$ cat src/rtl/reg_wb_pkg.sv
// Shared parameters and types for the register-file write-port scheduler.
//   NREG, AW, DW     : register file geometry
//   DEPTH            : load-writeback FIFO depth (power of two, >= 2)
//   STARVE_LIMIT     : ALU wins tolerated before the FIFO is forced a grant
//   wb_entry_t       : one pending writeback {addr, data}
package reg_wb_pkg;

    localparam int unsigned NREG         = 32;
    localparam int unsigned AW           = 5;
    localparam int unsigned DW           = 32;
    localparam int unsigned DEPTH        = 4;
    localparam int unsigned STARVE_LIMIT = 3;
    localparam int unsigned SCW          = $clog2(STARVE_LIMIT + 1);

    typedef struct packed {
        logic [AW-1:0] addr;
        logic [DW-1:0] data;
    } wb_entry_t;

endpackage

$ cat src/rtl/reg_wb_scheduler_if.sv
// Bundle of all scheduler-facing signals except clock and reset.
//   master : upstream pipeline / register-file side (drives requests, reads results)
//   slave  : the scheduler itself
interface reg_wb_scheduler_if;
    import reg_wb_pkg::*;

    logic            alu_valid;
    logic [AW-1:0]   alu_addr;
    logic [DW-1:0]   alu_data;
    logic            alu_ready;
    logic            mem_valid;
    logic [AW-1:0]   mem_addr;
    logic [DW-1:0]   mem_data;
    logic            mem_ready;
    logic            issue_load;
    logic [AW-1:0]   issue_addr;
    logic [AW-1:0]   rs1_addr;
    logic [AW-1:0]   rs2_addr;
    logic [AW-1:0]   rd_addr;
    logic            hazard;
    logic [NREG-1:0] busy;
    logic [DW-1:0]   rf_in;
    logic [AW-1:0]   rf_inaddress;
    logic            rf_write;

    modport master (
        output alu_valid, alu_addr, alu_data, mem_valid, mem_addr, mem_data,
               issue_load, issue_addr, rs1_addr, rs2_addr, rd_addr,
        input  alu_ready, mem_ready, hazard, busy, rf_in, rf_inaddress, rf_write
    );

    modport slave (
        input  alu_valid, alu_addr, alu_data, mem_valid, mem_addr, mem_data,
               issue_load, issue_addr, rs1_addr, rs2_addr, rd_addr,
        output alu_ready, mem_ready, hazard, busy, rf_in, rf_inaddress, rf_write
    );

endinterface

$ cat src/rtl/wb_fifo.sv
// Synchronous FIFO of wb_entry_t buffering load results awaiting the write port.
//   CLK, RESET      : clock, synchronous active-low reset (drops all entries)
//   i_push, i_data  : enqueue request (ignored when full)
//   i_pop           : dequeue request (ignored when empty)
//   o_data          : head entry, valid while !o_empty
//   o_full, o_empty : occupancy flags
module wb_fifo
    import reg_wb_pkg::*;
#(
    parameter int unsigned Depth = DEPTH
) (
    input  logic      CLK,
    input  logic      RESET,
    input  logic      i_push,
    input  wb_entry_t i_data,
    input  logic      i_pop,
    output wb_entry_t o_data,
    output logic      o_full,
    output logic      o_empty
);

    localparam int unsigned PW = $clog2(Depth);
    localparam int unsigned CW = PW + 1;

    wb_entry_t     r_mem [Depth];
    logic [PW-1:0] r_wr_ptr;
    logic [PW-1:0] r_rd_ptr;
    logic [CW-1:0] r_count;
    logic          w_push;
    logic          w_pop;

    assign w_push  = i_push & ~o_full;
    assign w_pop   = i_pop & ~o_empty;
    assign o_full  = (r_count == CW'(Depth));
    assign o_empty = (r_count == '0);
    assign o_data  = r_mem[r_rd_ptr];

    // Pointers wrap naturally because Depth is a power of two.
    always_ff @(posedge CLK) begin
        if (!RESET) begin
            r_wr_ptr <= '0;
            r_rd_ptr <= '0;
            r_count  <= '0;
        end else begin
            if (w_push) r_wr_ptr <= r_wr_ptr + 1'b1;
            if (w_pop)  r_rd_ptr <= r_rd_ptr + 1'b1;
            r_count <= r_count + CW'(w_push) - CW'(w_pop);
        end
    end

    // Storage needs no reset: entries are only read behind a valid count.
    always_ff @(posedge CLK) begin
        if (w_push) r_mem[r_wr_ptr] <= i_data;
    end

endmodule

$ cat src/rtl/reg_wb_scheduler.sv
// Shares the register file's single write port between ALU writeback and buffered
// load writeback. ALU has priority, but a load waiting through STARVE_LIMIT ALU wins
// is forced through. A busy scoreboard tracks destinations of outstanding loads.
//   CLK, RESET : clock, synchronous active-low reset
//   bus        : slave side of reg_wb_scheduler_if (requests, hazard, rf_* outputs)
module reg_wb_scheduler
    import reg_wb_pkg::*;
(
    input logic               CLK,
    input logic               RESET,
    reg_wb_scheduler_if.slave bus
);

    wb_entry_t        w_head;
    wb_entry_t        w_mem_entry;
    logic             w_full;
    logic             w_empty;
    logic             w_queue_grant;
    logic             w_alu_fire;
    logic [SCW-1:0]   w_starve_d;
    logic [NREG-1:0]  w_busy_d;

    logic             r_rf_write;
    logic [DW-1:0]    r_rf_in;
    logic [AW-1:0]    r_rf_inaddress;
    logic             r_src_mem;
    logic [SCW-1:0]   r_starve_cnt;
    logic [NREG-1:0]  r_busy;

    assign w_mem_entry = '{addr: bus.mem_addr, data: bus.mem_data};

    wb_fifo #(
        .Depth (DEPTH)
    ) u_fifo (
        .CLK     (CLK),
        .RESET   (RESET),
        .i_push  (bus.mem_valid),
        .i_data  (w_mem_entry),
        .i_pop   (w_queue_grant),
        .o_data  (w_head),
        .o_full  (w_full),
        .o_empty (w_empty)
    );

    // Queue wins when the ALU is idle or the queue has been starved long enough.
    assign w_queue_grant = ~w_empty & (~bus.alu_valid | (r_starve_cnt == SCW'(STARVE_LIMIT)));
    assign w_alu_fire    = bus.alu_valid & ~w_queue_grant;

    assign bus.alu_ready    = ~w_queue_grant;
    assign bus.mem_ready    = ~w_full;
    assign bus.busy         = r_busy;
    assign bus.hazard       = r_busy[bus.rs1_addr] | r_busy[bus.rs2_addr] | r_busy[bus.rd_addr];
    assign bus.rf_in        = r_rf_in;
    assign bus.rf_inaddress = r_rf_inaddress;
    assign bus.rf_write     = r_rf_write;

    always_comb begin
        w_starve_d = r_starve_cnt;
        if (w_queue_grant) begin
            w_starve_d = '0;
        end else if (~w_empty & w_alu_fire & (r_starve_cnt != SCW'(STARVE_LIMIT))) begin
            w_starve_d = r_starve_cnt + 1'b1;
        end
    end

    // Clear lands on the same edge the register file captures the load; set applied last wins.
    always_comb begin
        w_busy_d = r_busy;
        if (r_rf_write & r_src_mem) w_busy_d[r_rf_inaddress] = 1'b0;
        if (bus.issue_load)         w_busy_d[bus.issue_addr] = 1'b1;
    end

    always_ff @(posedge CLK) begin
        if (!RESET) begin
            r_rf_write     <= 1'b0;
            r_rf_in        <= '0;
            r_rf_inaddress <= '0;
            r_src_mem      <= 1'b0;
            r_starve_cnt   <= '0;
            r_busy         <= '0;
        end else begin
            r_rf_write   <= w_queue_grant | w_alu_fire;
            r_src_mem    <= w_queue_grant;
            r_starve_cnt <= w_starve_d;
            r_busy       <= w_busy_d;
            if (w_queue_grant) begin
                r_rf_in        <= w_head.data;
                r_rf_inaddress <= w_head.addr;
            end else if (w_alu_fire) begin
                r_rf_in        <= bus.alu_data;
                r_rf_inaddress <= bus.alu_addr;
            end
        end
    end

endmodule
$ cat src/flat_wrapper.sv
// flat-port wrapper written by rule: the top's interface ports become plain ports
module reg_wb_scheduler_flat import reg_wb_pkg::*;
  (CLK, RESET, bus_alu_valid, bus_alu_addr, bus_alu_data, bus_mem_valid, bus_mem_addr, bus_mem_data, bus_issue_load, bus_issue_addr, bus_rs1_addr, bus_rs2_addr, bus_rd_addr, bus_alu_ready, bus_mem_ready, bus_hazard, bus_busy, bus_rf_in, bus_rf_inaddress, bus_rf_write);
  reg_wb_scheduler_if bus_i ();
  input logic CLK;
  input logic RESET;
  input wire logic [$bits(bus_i.alu_valid)-1:0] bus_alu_valid;
  input wire logic [$bits(bus_i.alu_addr)-1:0] bus_alu_addr;
  input wire logic [$bits(bus_i.alu_data)-1:0] bus_alu_data;
  input wire logic [$bits(bus_i.mem_valid)-1:0] bus_mem_valid;
  input wire logic [$bits(bus_i.mem_addr)-1:0] bus_mem_addr;
  input wire logic [$bits(bus_i.mem_data)-1:0] bus_mem_data;
  input wire logic [$bits(bus_i.issue_load)-1:0] bus_issue_load;
  input wire logic [$bits(bus_i.issue_addr)-1:0] bus_issue_addr;
  input wire logic [$bits(bus_i.rs1_addr)-1:0] bus_rs1_addr;
  input wire logic [$bits(bus_i.rs2_addr)-1:0] bus_rs2_addr;
  input wire logic [$bits(bus_i.rd_addr)-1:0] bus_rd_addr;
  output wire logic [$bits(bus_i.alu_ready)-1:0] bus_alu_ready;
  output wire logic [$bits(bus_i.mem_ready)-1:0] bus_mem_ready;
  output wire logic [$bits(bus_i.hazard)-1:0] bus_hazard;
  output wire logic [$bits(bus_i.busy)-1:0] bus_busy;
  output wire logic [$bits(bus_i.rf_in)-1:0] bus_rf_in;
  output wire logic [$bits(bus_i.rf_inaddress)-1:0] bus_rf_inaddress;
  output wire logic [$bits(bus_i.rf_write)-1:0] bus_rf_write;
  assign bus_i.alu_valid = bus_alu_valid;
  assign bus_i.alu_addr = bus_alu_addr;
  assign bus_i.alu_data = bus_alu_data;
  assign bus_i.mem_valid = bus_mem_valid;
  assign bus_i.mem_addr = bus_mem_addr;
  assign bus_i.mem_data = bus_mem_data;
  assign bus_i.issue_load = bus_issue_load;
  assign bus_i.issue_addr = bus_issue_addr;
  assign bus_i.rs1_addr = bus_rs1_addr;
  assign bus_i.rs2_addr = bus_rs2_addr;
  assign bus_i.rd_addr = bus_rd_addr;
  assign bus_alu_ready = bus_i.alu_ready;
  assign bus_mem_ready = bus_i.mem_ready;
  assign bus_hazard = bus_i.hazard;
  assign bus_busy = bus_i.busy;
  assign bus_rf_in = bus_i.rf_in;
  assign bus_rf_inaddress = bus_i.rf_inaddress;
  assign bus_rf_write = bus_i.rf_write;
  reg_wb_scheduler u_core (.CLK(CLK), .RESET(RESET), .bus(bus_i));
endmodule
$ cat config.mk
export PLATFORM = sky130hd
export DESIGN_NAME = reg_wb_scheduler_flat
export DESIGN_NICKNAME = d
export VERILOG_FILES = /design/src/rtl/reg_wb_pkg.sv /design/src/rtl/reg_wb_scheduler_if.sv /design/src/rtl/wb_fifo.sv /design/src/rtl/reg_wb_scheduler.sv /design/src/flat_wrapper.sv
export SDC_FILE = /design/constraint.sdc
export NUM_CORES = 1
export LEC_CHECK = 0
export CAP_MARGIN = 5
export CORE_MARGIN = 4
export CORE_UTILIZATION = 49
export CTS_BUF_LIST = sky130_fd_sc_hd__clkbuf_8
export DETAILED_ROUTE_END_ITERATION = 8
export PLACE_DENSITY = 0.84
export SETUP_SLACK_MARGIN = 0.02
export SYNTH_ARGS = -nofsm -noshare
export SYNTH_HDL_FRONTEND = slang
export SYNTH_SLANG_ARGS = --single-unit
$ cat constraint.sdc
create_clock -name CLK -period 2.7 [get_ports CLK]
set_input_delay 0.54 -clock CLK [delete_from_list [all_inputs] [get_ports CLK]]
set_output_delay 0.54 -clock CLK [all_outputs]
set_load 0.02 [all_outputs]
; Yosys cells after proc, flatten, opt, wreduce, memory -nomap -nowiden
; Memory sizes are Yosys's and may differ from the RTL's. A register that Yosys moved wholly into a read port is not among the register bits.
; Cells that the tools add are included.
[classes]
n_reduce_logical = 5
n_eq_ne = 3
bitwise = 19
order_cmp = 7
muxes = 20
add_sub_neg = 5
[ops]
columns = operator, count
row1 = two-way mux 32 bit, 4
row2 = bitwise AND 32 bit, 1
row3 = NOT 32 bit, 1
row4 = OR 32 bit, 1
row5 = "less-than comparator 5 x 6 -> 1 bit, second input constant", 5
row6 = binary-select mux 1 bit (select 5 bit), 3
row7 = demux 1 bit (select 5 bit), 2
row8 = ">= comparator 5 x 1 -> 1 bit, second input constant", 2
row9 = two-way mux 5 bit, 2
row10 = bitwise AND 1 bit, 7
row11 = two-way mux 1 bit, 7
row12 = "adder 2 x 1 -> 2 bit, second input constant", 3
row13 = NOT 1 bit, 5
row14 = two-way mux 2 bit, 2
row15 = OR 1 bit, 4
row16 = adder 3 x 1 -> 3 bit, 1
row17 = "equality test 3 bit, second input constant", 1
row18 = logical NOT 3 bit, 1
row19 = subtractor 3 x 1 -> 3 bit, 1
row20 = "equality test 2 bit, second input constant", 1
row21 = logical AND 1 bit, 2
row22 = "inequality test 2 bit, second input constant", 1
row23 = nonzero test 2 bit, 1
row24 = OR reduction 2 bit, 1
[totals]
n_memories = 1
out_inout_bits = 73
reg_bits = 80
ram_bits = 148
[memory_table]
columns = memory, words, width, rd, rd_clocked_by_memory_dff, wr, line_no
row1 = u_core.u_fifo.r_mem, 4, 37, 1, 1, 1, wb_fifo.sv:25  ; wb_entry_t r_mem [Depth];

; Logic depth before layout (Yosys ltp)
[depth]
word_depth = 9
mapped_depth = 11
ltp_nobuf = 11

; Hierarchy
; From an unflattened synthesis, not the netlist that was laid out.
[unflattened]
hier_cells = 662
hier_area_um2 = 9735.6
[modules_own_cells]
columns = mod, seq_area_each_um2, cells_per_inst, n_inst, area_each_um2
row1 = wb_fifo, 4624.4, 244, 1, 5880.6
row2 = reg_wb_scheduler, 1461.4, 418, 1, 3854.9

; Worst setup path before layout
; OpenSTA, ideal clock, no wires.
[synth_timing]
path_type = input to output
startpoint = input bus_rd_addr[0]
endpoint = output bus_hazard
arrival_ns = 2.321
setup_slack_ns = -0.161
stages = 6
path_cell_list = buf_2 > mux4_2 > mux4_2 > mux2i_1 > nand2_1 > or3_1
[synth_via]
elab_chain_len = 3
[synth_rtl]
columns = item, line_no
row1 = start: declaration, flat_wrapper.sv:17  ; input wire logic [$bits(bus_i.rd_addr)-1:0] bus_rd_addr;
row2 = binary-select mux 1 bit (select 5 bit), reg_wb_scheduler.sv:52  ; assign bus.hazard = r_busy[bus.rs1_addr] | r_busy[bus.rs2_addr] | r_busy[bus.rd_addr];
row3 = two-way mux 1 bit (implied by the code), reg_wb_scheduler.sv:52
row4 = OR 1 bit, reg_wb_scheduler.sv:52
row5 = end: declaration, flat_wrapper.sv:20  ; output wire logic [$bits(bus_i.hazard)-1:0] bus_hazard;
; No other way between the ends. The select of a mux whose other input is x is not followed.

; Worst setup path after layout
; Same ends and word-level chain as after synthesis.

==> insert_results.sql <==
INSERT INTO impl_metrics (metric_group, metric, value, unit) VALUES
('timing', 'fin_crit_sh', '1.11', ''),
('cells_and_area', 'final_layout_size_suffix_gt1_frac', '0.221', ''),
('global_routing', 'grt_util_met2', '0.366', ''),
('timing', 'clock.fmax', '335', 'MHz'),
('global_routing', 'number_of_global_route_vias_before_repair', '6887', ''),
('global_routing', 'globalRoute.busiestLayer', 'met2', ''),
('timing', 'fin_crit', '2.99', 'ns'),
('routing', 'wl_per_cell', '20.4', 'µm'),
('synthesis', 'postSynthRegisterBits', '230', ''),
('cells_and_area', 'synthToLayoutAreaGrowth', '34.2', '%'),
('power_and_ir_drop', 'post-layout-total-power', '9.81', 'mW'),
('timing', 'worst_clock_skew', '0.0380', 'ns'),
('outcome', 'outcome', 'finished with violations', ''),
('global_routing', 'grt.total_usage', '0.219', ''),
('routing', 'vias', '6577', ''),
('critical_path', 'timing.setup.critical_path_class', 'primary input to output pin', ''),
('routing', 'drt_wl_total', '23.8', 'mm'),
('die', 'floorplan.die_area', '0.0217', 'mm²'),
('timing', 'setup-tns-final', '-0.289', 'ns'),
('global_routing', 'grt_first_pass_wirelength', '37.2', 'mm'),
('die', 'io-pin-count', '172', ''),
('power_and_ir_drop', 'cellPowerDensity', '769', 'mW/mm²'),
('global_routing', 'gr-total-overflow', '0', ''),
('synthesis', 'synth.lib_cells_used.distinct', '41', ''),
('synthesis', 'syn_avg_cell_area', '15.1', 'µm²'),
('critical_path', 'worst-endpoint-arrival', '2.45', 'ns'),
('power_and_ir_drop', 'irDropWorstVdd', '0.724', 'mV'),
('global_routing', 'grt_antenna_before_repair', '0', ''),
('placed_design', 'gp_congestion', '0.943', ''),
('timing', 'fin_ws', '-0.289', 'ns'),
('timing', 'grt_setup_unrepaired', 'yes', ''),
('outcome', 'violated_checks', 'negative setup slack', ''),
('placed_design', 'detailedPlacementHpwl', '16.9', 'mm'),
('timing', 'timing.final.setup_violations', '1', ''),
('cells_and_area', 'final_standard_cell_area_without_fillers', '0.0128', 'mm²'),
('clock_tree', 'cts_sinks', '230', ''),
('timing', 'timing.slew.headroom', '0.562', ''),
('clock_tree', 'inserted_clock_buffers', '37', ''),
('critical_path', 'crit_path_max_fanout', '8', ''),
('global_routing', 'global_route.usage.met3', '0.0691', ''),
('routing', 'route.detailed.vias_per_inst', '5.64', ''),
('clock_tree', 'cts_tree', 'yes', ''),
('critical_path', 'startpoint_kind_of_the_worst_setup_timing_path', 'primary input', ''),
('power_and_ir_drop', 'leakage', '4.69', 'nW'),
('routing', 'drt-pass1-iter-count', '8', ''),
('critical_path', 'critical_path.endpoint_type', 'output pin', ''),
('clock_tree', 'clkTransAtPathRegs', '0.06', 'ns'),
('synthesis', 'syn-cell-area', '0.00952', 'mm²'),
('synthesis', 'most_numerous_cell_in_the_yosys_netlist', 'edfxtp_1', ''),
('routing', 'detail_route.iter0.violations', '680', ''),
('worst_hold_path', 'min_delay_path_class', 'register to register', ''),
('global_routing', 'met1_track_usage_gr', '0.276', ''),
('cells_and_area', 'fillerInstances', '1320', ''),
('timing', 'finalHoldViolations', '0', ''),
('global_routing', 'grt_start_max_net_pins', '38', ''),
('clock_tree', 'htree_num_levels', '2', ''),
('placed_design', 'post_dp_cell_area', '0.0121', 'mm²'),
('cells_and_area', 'antenna-diode-count', '0', ''),
('synthesis', 'synth.yosys.seq_area_share', '0.640', ''),
('die', 'placementRows', '50', ''),
('synthesis', 'synth_area_leaders', 'edfxtp_1, dfxtp_1, mux4_2', ''),
('die', 'die_width', '147', 'µm'),
('clock_tree', 'clock-root-buffer', 'clkbuf_8', ''),
('placed_design', 'place.detailed.instances', '1098', ''),
('placed_design', 'portBuffers', '171', ''),
('synthesis', 'yosysTopAreaCellShare', '0.467', ''),
('routing', 'detail-route-antenna-nets', '0', ''),
('synthesis', 'synth-edff-count', '148', ''),
('synthesis', 'ys_dominant_reg_cell', 'edfxtp_1', ''),
('synthesis', 'yosysTopAreaCell', 'edfxtp_1', ''),
('critical_path', 'worstPathRequired', '2.16', 'ns');
## final cells by class
class / count / area, µm² / share of cell area
clock buffer: 42 / 578 / 0.0453
clock inverter: 25 / 118 / 0.00921
inverter: 43 / 161 / 0.0126
multi-input combinational: 319 / 3120 / 0.244
sequential: 230 / 6090 / 0.477
tap: 260 / 325 / 0.0255
timing repair buffer: 247 / 2370 / 0.186
## metal layers
layer,vias up,wire length [µm]
li1,2974,-
met1,3190,9030
met2,362,11700
met3,51,2600
met4,0,548
met5,-,0
## sequential cells by signal (all words and copies together), names as in the netlist, named ones only
name,flops
u_core.bus.rf_write,1
u_core.r_starve_cnt,2
u_core.u_fifo.r_count,3
u_core.bus.rf_inaddress,5
u_core.r_src_mem,1
u_core.bus.rf_in,32
u_core.u_fifo.r_mem,148
u_core.bus.busy,32
u_core.u_fifo.r_rd_ptr,2
u_core.u_fifo.r_wr_ptr,2
## worst paths after layout
kind / from / to / slack [ns] / depth (start not counted)
worst max-delay path: bus_rd_addr[0] / bus_hazard / -0.29 / 8
worst min-delay path: u_core.bus.rf_in[30] / u_core.bus.rf_in[30] / 0.47 / 2
worst max register to register: u_core.u_fifo.r_count[1] / u_core.u_fifo.r_count[2] / 0.34 / 11
worst min register to register: u_core.bus.rf_in[30] / u_core.bus.rf_in[30] / 0.47 / 2
## stage by stage
| step | worst slack (ns) | util | hold slack (ns) |
|---|---|---|---|
| floorplan | -0.00172 | - | 0.445 |
| global placement | -1.13 | 0.638 | 0.444 |
| detailed placement | -1.10 | 0.638 | 0.454 |
| CTS | -0.302 | 0.675 | 0.470 |
| global route | -0.351 | 0.676 | 0.502 |
| finish | -0.289 | 0.676 | 0.468 |
## cell families after synthesis
| group | after synthesis | synth area share |
|---|---|---|
| compound gates | 119 | 0.0947 |
| xor+xnor | 6 | 0.00552 |
| fa+ha+maj | 8 | 0.0113 |
| buf+inv | 83 | 0.0343 |
| flops | 230 | 0.640 |
| mux | 70 | 0.151 |
| simple gates | 116 | 0.0632 |
## cells in the final DEF (no fill, tap or decap), drive strengths merged, types with 2 or more instances in the layout
cell,n
buf,78
nand4b,2
o2111ai,3
nor3,3
and3,9
nand3,4
nand2,50
nor2,9
dlygate4sd2,5
a21boi,35
nand2b,3
clkdlybuf4s50,163
edfxtp,148
xor2,2
a21oi,2
mux4,59
or3,4
a222oi,33
nand4,4
o311a,2
clkbuf,42
and3b,3
ha,7
o211ai,4
a31oi,2
o21ai,36
nand3b,6
clkinv,10
nor2b,4
dfxtp,82
nor3b,5
and2,8
mux2i,10
inv,57
xnor2,4
## where the power goes
group	switching [mW]	internal [mW]	total (mW)
sequential	0.285	4.24	4.52
clock	1.31	1.44	2.74
combinational	1.23	1.31	2.55
## critical path, stage by stage
cell	delay (ns)
buf_2	0.11
buf_12	0.13
mux4_2	0.49
mux4_2	0.47
mux2i_1	0.17
nand2_1	0.07
or3_4	0.33
buf_6	0.14
## timing repair
action | CTS | global route
setup buffers | 0 | 1
gates resized for setup | 21 | 3
gates cloned | 0 | 0
hold buffers | 0 | 0
endpoints found under the setup margin | 2 | 1
Note: power is estimated with default switching activity, not from simulation.
